**config.mk**
```make
export PLATFORM = sky130hd
export DESIGN_NAME = bcd_display_scanner
export DESIGN_NICKNAME = d
export VERILOG_FILES = /design/src/rtl/display_pkg.sv /design/src/rtl/bin2bcd_seq.sv /design/src/rtl/bcd_display_scanner.sv
export SDC_FILE = /design/constraint.sdc
export NUM_CORES = 1
export LEC_CHECK = 0
export CAP_MARGIN = 15
export CORE_ASPECT_RATIO = 1.25
export CORE_UTILIZATION = 35
export DETAILED_ROUTE_END_ITERATION = 16
export PLACE_DENSITY = 0.55
export SLEW_MARGIN = 40
export SYNTH_ARGS = -nofsm -noshare
export SYNTH_HDL_FRONTEND = slang
export SYNTH_SLANG_ARGS = --single-unit
```
**constraint.sdc**
```tcl
create_clock -name clk -period 4.7 [get_ports clk]
set_clock_uncertainty 0.05 [all_clocks]
set_input_delay 0.705 -clock clk [delete_from_list [all_inputs] [get_ports clk]]
set_output_delay 0.705 -clock clk [all_outputs]
set_load 0.02 [all_outputs]
```
**src/rtl/display_pkg.sv**
```systemverilog
// Shared definitions for the BCD display scanner.
//
// Contents:
//   VALUE_W / NUM_DIGITS / BCD_W  - datapath sizes
//   conv_state_e                  - conversion FSM states
//   SEG_0..SEG_9, SEG_BLANK       - active-low {g,f,e,d,c,b,a} patterns
//   seg_encode()                  - BCD nibble to segment pattern
//   add3_adjust()                 - double-dabble nibble correction
package display_pkg;

    localparam int VALUE_W    = 13;
    localparam int NUM_DIGITS = 4;
    localparam int BCD_W      = 4 * NUM_DIGITS;
    localparam int BITCNT_W   = 4;

    typedef enum logic [1:0] {
        IDLE = 2'd0,
        CONV = 2'd1,
        DONE = 2'd2
    } conv_state_e;

    localparam logic [6:0] SEG_0     = 7'b1000000;
    localparam logic [6:0] SEG_1     = 7'b1111001;
    localparam logic [6:0] SEG_2     = 7'b0100100;
    localparam logic [6:0] SEG_3     = 7'b0110000;
    localparam logic [6:0] SEG_4     = 7'b0011001;
    localparam logic [6:0] SEG_5     = 7'b0010010;
    localparam logic [6:0] SEG_6     = 7'b0000010;
    localparam logic [6:0] SEG_7     = 7'b1111000;
    localparam logic [6:0] SEG_8     = 7'b0000000;
    localparam logic [6:0] SEG_9     = 7'b0010000;
    localparam logic [6:0] SEG_BLANK = 7'b1111111;

    // Nibbles above 9 cannot come out of a finished conversion; they map
    // to blank so a corrupted digit is visibly dark rather than misleading.
    function automatic logic [6:0] seg_encode(input logic [3:0] digit);
        logic [6:0] seg;
        case (digit)
            4'd0:    seg = SEG_0;
            4'd1:    seg = SEG_1;
            4'd2:    seg = SEG_2;
            4'd3:    seg = SEG_3;
            4'd4:    seg = SEG_4;
            4'd5:    seg = SEG_5;
            4'd6:    seg = SEG_6;
            4'd7:    seg = SEG_7;
            4'd8:    seg = SEG_8;
            4'd9:    seg = SEG_9;
            default: seg = SEG_BLANK;
        endcase
        return seg;
    endfunction

    // A nibble >= 5 would become >= 10 after the next shift, so it is
    // pre-biased by 3 to make the carry land in the next decimal digit.
    function automatic logic [3:0] add3_adjust(input logic [3:0] nib);
        return (nib >= 4'd5) ? (nib + 4'd3) : nib;
    endfunction

endpackage

```
**src/rtl/bin2bcd_seq.sv**
```systemverilog
// Sequential 13-bit binary to 4-digit BCD converter (shift-add-3).
//
// Ports:
//   clk       in   system clock, rising edge
//   rst_n     in   asynchronous active-low reset
//   value     in   13-bit unsigned value to convert
//   bcd       out  last completed result, {thousands,hundreds,tens,units}
//   busy      out  high while state != IDLE (pure register decode)
//   conv_done out  one-cycle pulse in the cycle after bcd updates
//
// A change of value sampled in IDLE starts a conversion: 13 CONV cycles
// then one DONE cycle, so bcd updates 14 edges after the sampling edge.
// value is not looked at during CONV/DONE; the next IDLE cycle compares
// against last_value again, so the final stable value is always shown.
module bin2bcd_seq
    import display_pkg::*;
(
    input  logic               clk,
    input  logic               rst_n,
    input  logic [VALUE_W-1:0] value,
    output logic [BCD_W-1:0]   bcd,
    output logic               busy,
    output logic               conv_done
);

    conv_state_e         state_q,      state_d;
    logic [VALUE_W-1:0]  shreg_q,      shreg_d;
    logic [VALUE_W-1:0]  last_value_q, last_value_d;
    logic [BCD_W-1:0]    acc_q,        acc_d;
    logic [BITCNT_W-1:0] bit_cnt_q,    bit_cnt_d;
    logic [BCD_W-1:0]    bcd_q,        bcd_d;
    logic                done_q,       done_d;

    logic [BCD_W-1:0]    acc_adj;

    always_comb begin
        for (int i = 0; i < NUM_DIGITS; i++) begin
            acc_adj[4*i +: 4] = add3_adjust(acc_q[4*i +: 4]);
        end
    end

    always_comb begin
        state_d      = state_q;
        shreg_d      = shreg_q;
        last_value_d = last_value_q;
        acc_d        = acc_q;
        bit_cnt_d    = bit_cnt_q;
        bcd_d        = bcd_q;
        done_d       = 1'b0;

        case (state_q)
            IDLE: begin
                if (value != last_value_q) begin
                    shreg_d      = value;
                    last_value_d = value;
                    acc_d        = '0;
                    bit_cnt_d    = BITCNT_W'(VALUE_W);
                    state_d      = CONV;
                end
            end
            CONV: begin
                // Adjust, then shift {acc, shreg} left by one as a unit.
                {acc_d, shreg_d} = {acc_adj[BCD_W-2:0], shreg_q, 1'b0};
                bit_cnt_d        = bit_cnt_q - 1'b1;
                if (bit_cnt_q == BITCNT_W'(1)) begin
                    state_d = DONE;
                end
            end
            DONE: begin
                bcd_d   = acc_q;
                done_d  = 1'b1;
                state_d = IDLE;
            end
            default: begin
                state_d = IDLE;
            end
        endcase
    end

    always_ff @(posedge clk or negedge rst_n) begin
        if (!rst_n) begin
            state_q      <= IDLE;
            shreg_q      <= '0;
            last_value_q <= '0;
            acc_q        <= '0;
            bit_cnt_q    <= '0;
            bcd_q        <= '0;
            done_q       <= 1'b0;
        end else begin
            state_q      <= state_d;
            shreg_q      <= shreg_d;
            last_value_q <= last_value_d;
            acc_q        <= acc_d;
            bit_cnt_q    <= bit_cnt_d;
            bcd_q        <= bcd_d;
            done_q       <= done_d;
        end
    end

    assign bcd       = bcd_q;
    assign busy      = (state_q != IDLE);
    assign conv_done = done_q;

endmodule

```
**src/rtl/bcd_display_scanner.sv**
```systemverilog
// 13-bit value to 4-digit multiplexed common-anode 7-segment display.
//
// Parameters:
//   REFRESH_DIV  clock cycles per digit slot (>= 2)
//   LZ_BLANK     1 = blank leading zeros (units never blanked)
//
// Ports:
//   clk       in   system clock, rising edge
//   rst_n     in   asynchronous active-low reset
//   value     in   13-bit unsigned value from the selector
//   seg       out  {g,f,e,d,c,b,a}, active-low, registered
//   anode     out  one-hot active-low digit enable, bit 0 = units
//   busy      out  conversion in progress
//   conv_done out  one-cycle pulse after the digits update
//
// The refresh scan free-runs regardless of conversion activity; the
// digits shown are always those of the last completed conversion.
module bcd_display_scanner
    import display_pkg::*;
#(
    parameter int REFRESH_DIV = 100000,
    parameter bit LZ_BLANK    = 1'b1
) (
    input  logic               clk,
    input  logic               rst_n,
    input  logic [VALUE_W-1:0] value,
    output logic [6:0]         seg,
    output logic [3:0]         anode,
    output logic               busy,
    output logic               conv_done
);

    localparam int RCNT_W = (REFRESH_DIV > 2) ? $clog2(REFRESH_DIV) : 1;
    localparam logic [RCNT_W-1:0] RCNT_LAST = RCNT_W'(REFRESH_DIV - 1);

    logic [BCD_W-1:0]  bcd;
    logic [3:0]        digit [NUM_DIGITS];
    logic [3:0]        blank;
    logic              wrap;

    logic [RCNT_W-1:0] rcnt_q, rcnt_d;
    logic [1:0]        sel_q,  sel_d;
    logic [6:0]        seg_q,  seg_d;

    bin2bcd_seq u_core (
        .clk       (clk),
        .rst_n     (rst_n),
        .value     (value),
        .bcd       (bcd),
        .busy      (busy),
        .conv_done (conv_done)
    );

    always_comb begin
        for (int i = 0; i < NUM_DIGITS; i++) begin
            digit[i] = bcd[4*i +: 4];
        end
    end

    // A digit is a leading zero when it and everything above it is zero.
    always_comb begin
        blank    = 4'b0000;
        blank[3] = (digit[3] == 4'd0);
        blank[2] = blank[3] && (digit[2] == 4'd0);
        blank[1] = blank[2] && (digit[1] == 4'd0);
        if (!LZ_BLANK) begin
            blank = 4'b0000;
        end
    end

    // seg is computed from the next select so it changes on the same
    // edge as the anode derived from sel_q.
    always_comb begin
        wrap   = (rcnt_q == RCNT_LAST);
        rcnt_d = wrap ? '0 : rcnt_q + 1'b1;
        sel_d  = wrap ? sel_q + 2'd1 : sel_q;
        seg_d  = blank[sel_d] ? SEG_BLANK : seg_encode(digit[sel_d]);
    end

    always_ff @(posedge clk or negedge rst_n) begin
        if (!rst_n) begin
            rcnt_q <= '0;
            sel_q  <= 2'd0;
            seg_q  <= SEG_0;
        end else begin
            rcnt_q <= rcnt_d;
            sel_q  <= sel_d;
            seg_q  <= seg_d;
        end
    end

    assign anode = ~(4'b0001 << sel_q);
    assign seg   = seg_q;

endmodule
```
==> summary.md <==
| Metric | Value |
|---|---|
| Status | `finished, final reports clean` |
| Xor/xnor cell area share of the yosys netlist | `between 6 and 7%` |
| Share of cells above drive strength 1 | `12.3%` |
| Area share of and/or/nand/nor cells after synthesis | `15.2%` |
| # IOs | `28` |
| Initial DRC Count | `approximately 130` |
| Clock power share | `approximately 22%` |
| Most frequent cells in the layout | `dfrtp_1, nand2_1, o21ai_0` |
| Number of diodes | `0` |
| Most common cell after layout, fill and taps aside | `dfrtp_1` |
| Filler Cell Count | `between 1000 and 1500` |
| Footprint of the multi-input gates | `between 0.002 and 0.0025 mm²` |
| Antenna Nets Post-Route | `0` |
| Largest family of logic cells by synthesized area | `simple AND/OR/NAND/NOR gates` |
| Post-synth ARST share | `100%` |
| Crit end category | `register` |
| Switch share | `between 30% and 40%` |
| Syn Inst Count | `450` |
| CP top delay family | `adder cells` |
| TritonCTS Buffers | `9` |
| Synth Area in Adders | `under 10%` |
| Flops & latches, synth | `a little over 90` |
| Mapped Area | `approximately 0.0046 mm²` |
| Max-slew headroom | `53.9%` |
| All-Layer GR Usage | `13.9%` |
| Initial antenna violation count | `0` |
| CP Cell Sequence | `clkinv_1 -> ha_1 -> mux4_2 -> mux2i_1 -> inv_1 -> ha_1 -> inv_1 -> o21ai_0 -> nand4_1` |
| Setup TNS | `0 ns` |
| Routed WL per cell | `around 13 µm` |
| CTS tree | `done` |
| Arrival time at the worst endpoint | `3.41 ns` |
| Complex-gate fraction of the synthesized area | `11.3%` |
| Met3 Track Usage GR | `~2.4%` |
| Post-place instance area | `0.00504 mm²` |
| Port bufs | `27` |
| Clk root buf | `clkbuf_16` |
| Int Pwr | `~0.002 W` |
| WP data required | `4.85 ns` |
| Die ar. | `about 0.014 mm²` |
| Total gr overflow | `0` |
| Row cnt | `between 40 and 50` |
| Post-DP HPWL | `6040 µm` |
| EDFF count, synth | `0` |
| Endpoints failing hold | `0` |
| GR peak layer | `met2` |
| Sequential Power Share | `42.8%` |
| Vias in the first global route | `~3100` |
| Power per cell area | `579 mW/mm²` |
| Slew @ Worst Pin | `around 0.69 ns` |
| Global-route wire length before repair | `15100 µm` |
| Mean post-synth cell area | `approximately 10 µm²` |
| Worst-path clk slew | `roughly 0.070 ns` |
| Syn_nets | `481` |
| CTS H-tree depth | `3` |
| Height of the die | `130 µm` |
| Vias per cell | `~5` |
| GPL Wtd Cong | `about 0.8` |
| CP bufs+invs | `3` |
| Register area | `around 0.0023 mm²` |
| NetSw | `roughly 0.0011 W` |
| P_leak | `~2.3 nW` |
| Hold WC Path Type | `input port to asynchronous set/reset pin` |
| RSZ-0062 raised after global routing | `false` |
| Critical Path Slowest Stage Cell | `dfrtp_1` |
| Post-synthesis mux area share | `9.50%` |
| DR pass1 iterations | `5` |
| Final WL | `8600 µm` |
| Post-route clock period utilization | `about 69%` |
| Initial Utilization | `36.1%` |
| Clock Sinks | `around 90` |
| Synth unique cells | `46` |
| Residual DRC | `0` |
| Final Instance Area | `roughly 0.0053 mm²` |
| Synth warn | `0` |
| Setup-failing EPs final | `0` |
| Worst-Skew Late Latency | `approximately 0.34 ns` |
| Met2 usage | `between 20% and 30%` |
| Max clock buf depth | `2` |
| Achievable Freq | `approximately 310 MHz` |
| Gate power share | `35.0%` |
| CTS-repair resized insts | `0` |
| Post-CTS Setup Repair Bufs | `0` |
| Post-CTS Hold Fix Bufs | `0` |
| Largest net degree at the start of global routing | `68` |
| Final Slew Violations | `0` |
| Core footprint | `0.0128 mm²` |
| Seq/Total Area, Yosys | `approximately half` |
| Die width | `around 100 µm` |
| Worst path max stage delay | `roughly 0.64 ns` |
| Critical path startpoint category | `register` |
| Area grow syn2layout | `15.7%` |
| Post-synth top flop | `dfrtp_1` |
| Nets | `between 500 and 600` |
| CP max FO | `11` |
| Total of max-cap violations | `0` |
| VDD IR-drop max | `0.000247 V` |
| Tmin final | `3.27 ns` |
| GRT met1 Usage | `17.4%` |
| Worst Setup Path Type | `register to register` |
| Total vias in the final route | `approximately 3200` |
| Fin util | `a little over two fifths` |
[final timing paths]
| kind | from | end | slack, ns | cells after the start |
|---|---|---|---|---|
| worst max-delay path | sel_q[0] | seg[3] | 1.43 | 9 |
| worst min-delay path | rst_n | u_core.bcd[8] | 0.31 | 1 |
| worst max register to register | sel_q[0] | seg[3] | 1.43 | 9 |
| worst min register to register | u_core.shreg_q[12] | u_core.shreg_q[12] | 0.43 | 2 |
| max in group asynchronous | rst_n | u_core.acc_q[4] | 3.50 | 2 |
| min in group clk | u_core.shreg_q[12] | u_core.shreg_q[12] | 0.43 | 2 |
[final cells by class]
type / count / share of cell area, %
Clock inverter: 6 / 0.868
Multi-Input combinational cell: 318 / 40.8
Inverter: 23 / 1.62
Timing Repair Buffer: 30 / 5.51
Sequential cell: 91 / 42.7
Tap cell: 168 / 3.94
Clock buffer: 10 / 4.48
[synth_stat cells, types with 10 or more instances]
cell type  number  share of area, %
dfrtp_1        90                49
nand2_1        59               4.8
o21ai_0        46               5.0
xnor2_1        27               5.1
nor2_1         23               1.9
a21oi_1        22               2.4
inv_1          22               1.8
mux2_2         22               5.4
ha_1           16               4.3
clkbuf_1       13               1.1
nand3_1        12               1.3
mux2i_1        10               2.2
[flip-flops by register name, indices dropped and copies added (netlist names)]
| name | flops |
|---|---|
| rcnt_q | 17 |
| u_core.shreg_q | 13 |
| u_core.conv_done | 1 |
| sel_q | 2 |
| u_core.bcd | 16 |
| u_core.bit_cnt_q | 4 |
| u_core.acc_q | 16 |
| seg | 7 |
| u_core.state_q | 2 |
| u_core.last_value_q | 13 |
[routing by layer]
layer	part of all wire, %	routed length, µm
met1	47	4050
met2	49	4230
met3	2.2	189
met4	1.6	141
met5	0	0
[through the flow]
stage / std cells / worst slack, ns / total power [W] / hold slack [ns]
floorplan: 450 / 1.59 / 0.00211 / 0.359
global placement: 630 / 1.45 / 0.00240 / 0.412
detailed placement: 630 / 1.43 / 0.00243 / 0.424
CTS: 646 / 1.40 / 0.00312 / 0.340
global route: 646 / 1.09 / 0.00334 / 0.361
finish: 646 / 1.43 / 0.00309 / 0.308
[power by group through the flow]
stage               clock (W)  sequential, W  combinational [W]
global route         0.000739        0.00136            0.00124
CTS                  0.000706        0.00132            0.00110
global placement            0        0.00133            0.00107
detailed placement          0        0.00134            0.00109
floorplan                   0        0.00128           0.000835
finish               0.000686        0.00132            0.00108
[logic make-up after synthesis]
group | count (synthesis)
AOI/OAI and AO/OA | 90
xor gates and xnor gates | 36
adders and majority gates | 16
buffers and inverters | 41
DFF | 91
muxes | 36
and+or+nand+nor | 140
No activity file was read; power rests on OpenSTA's default activity.
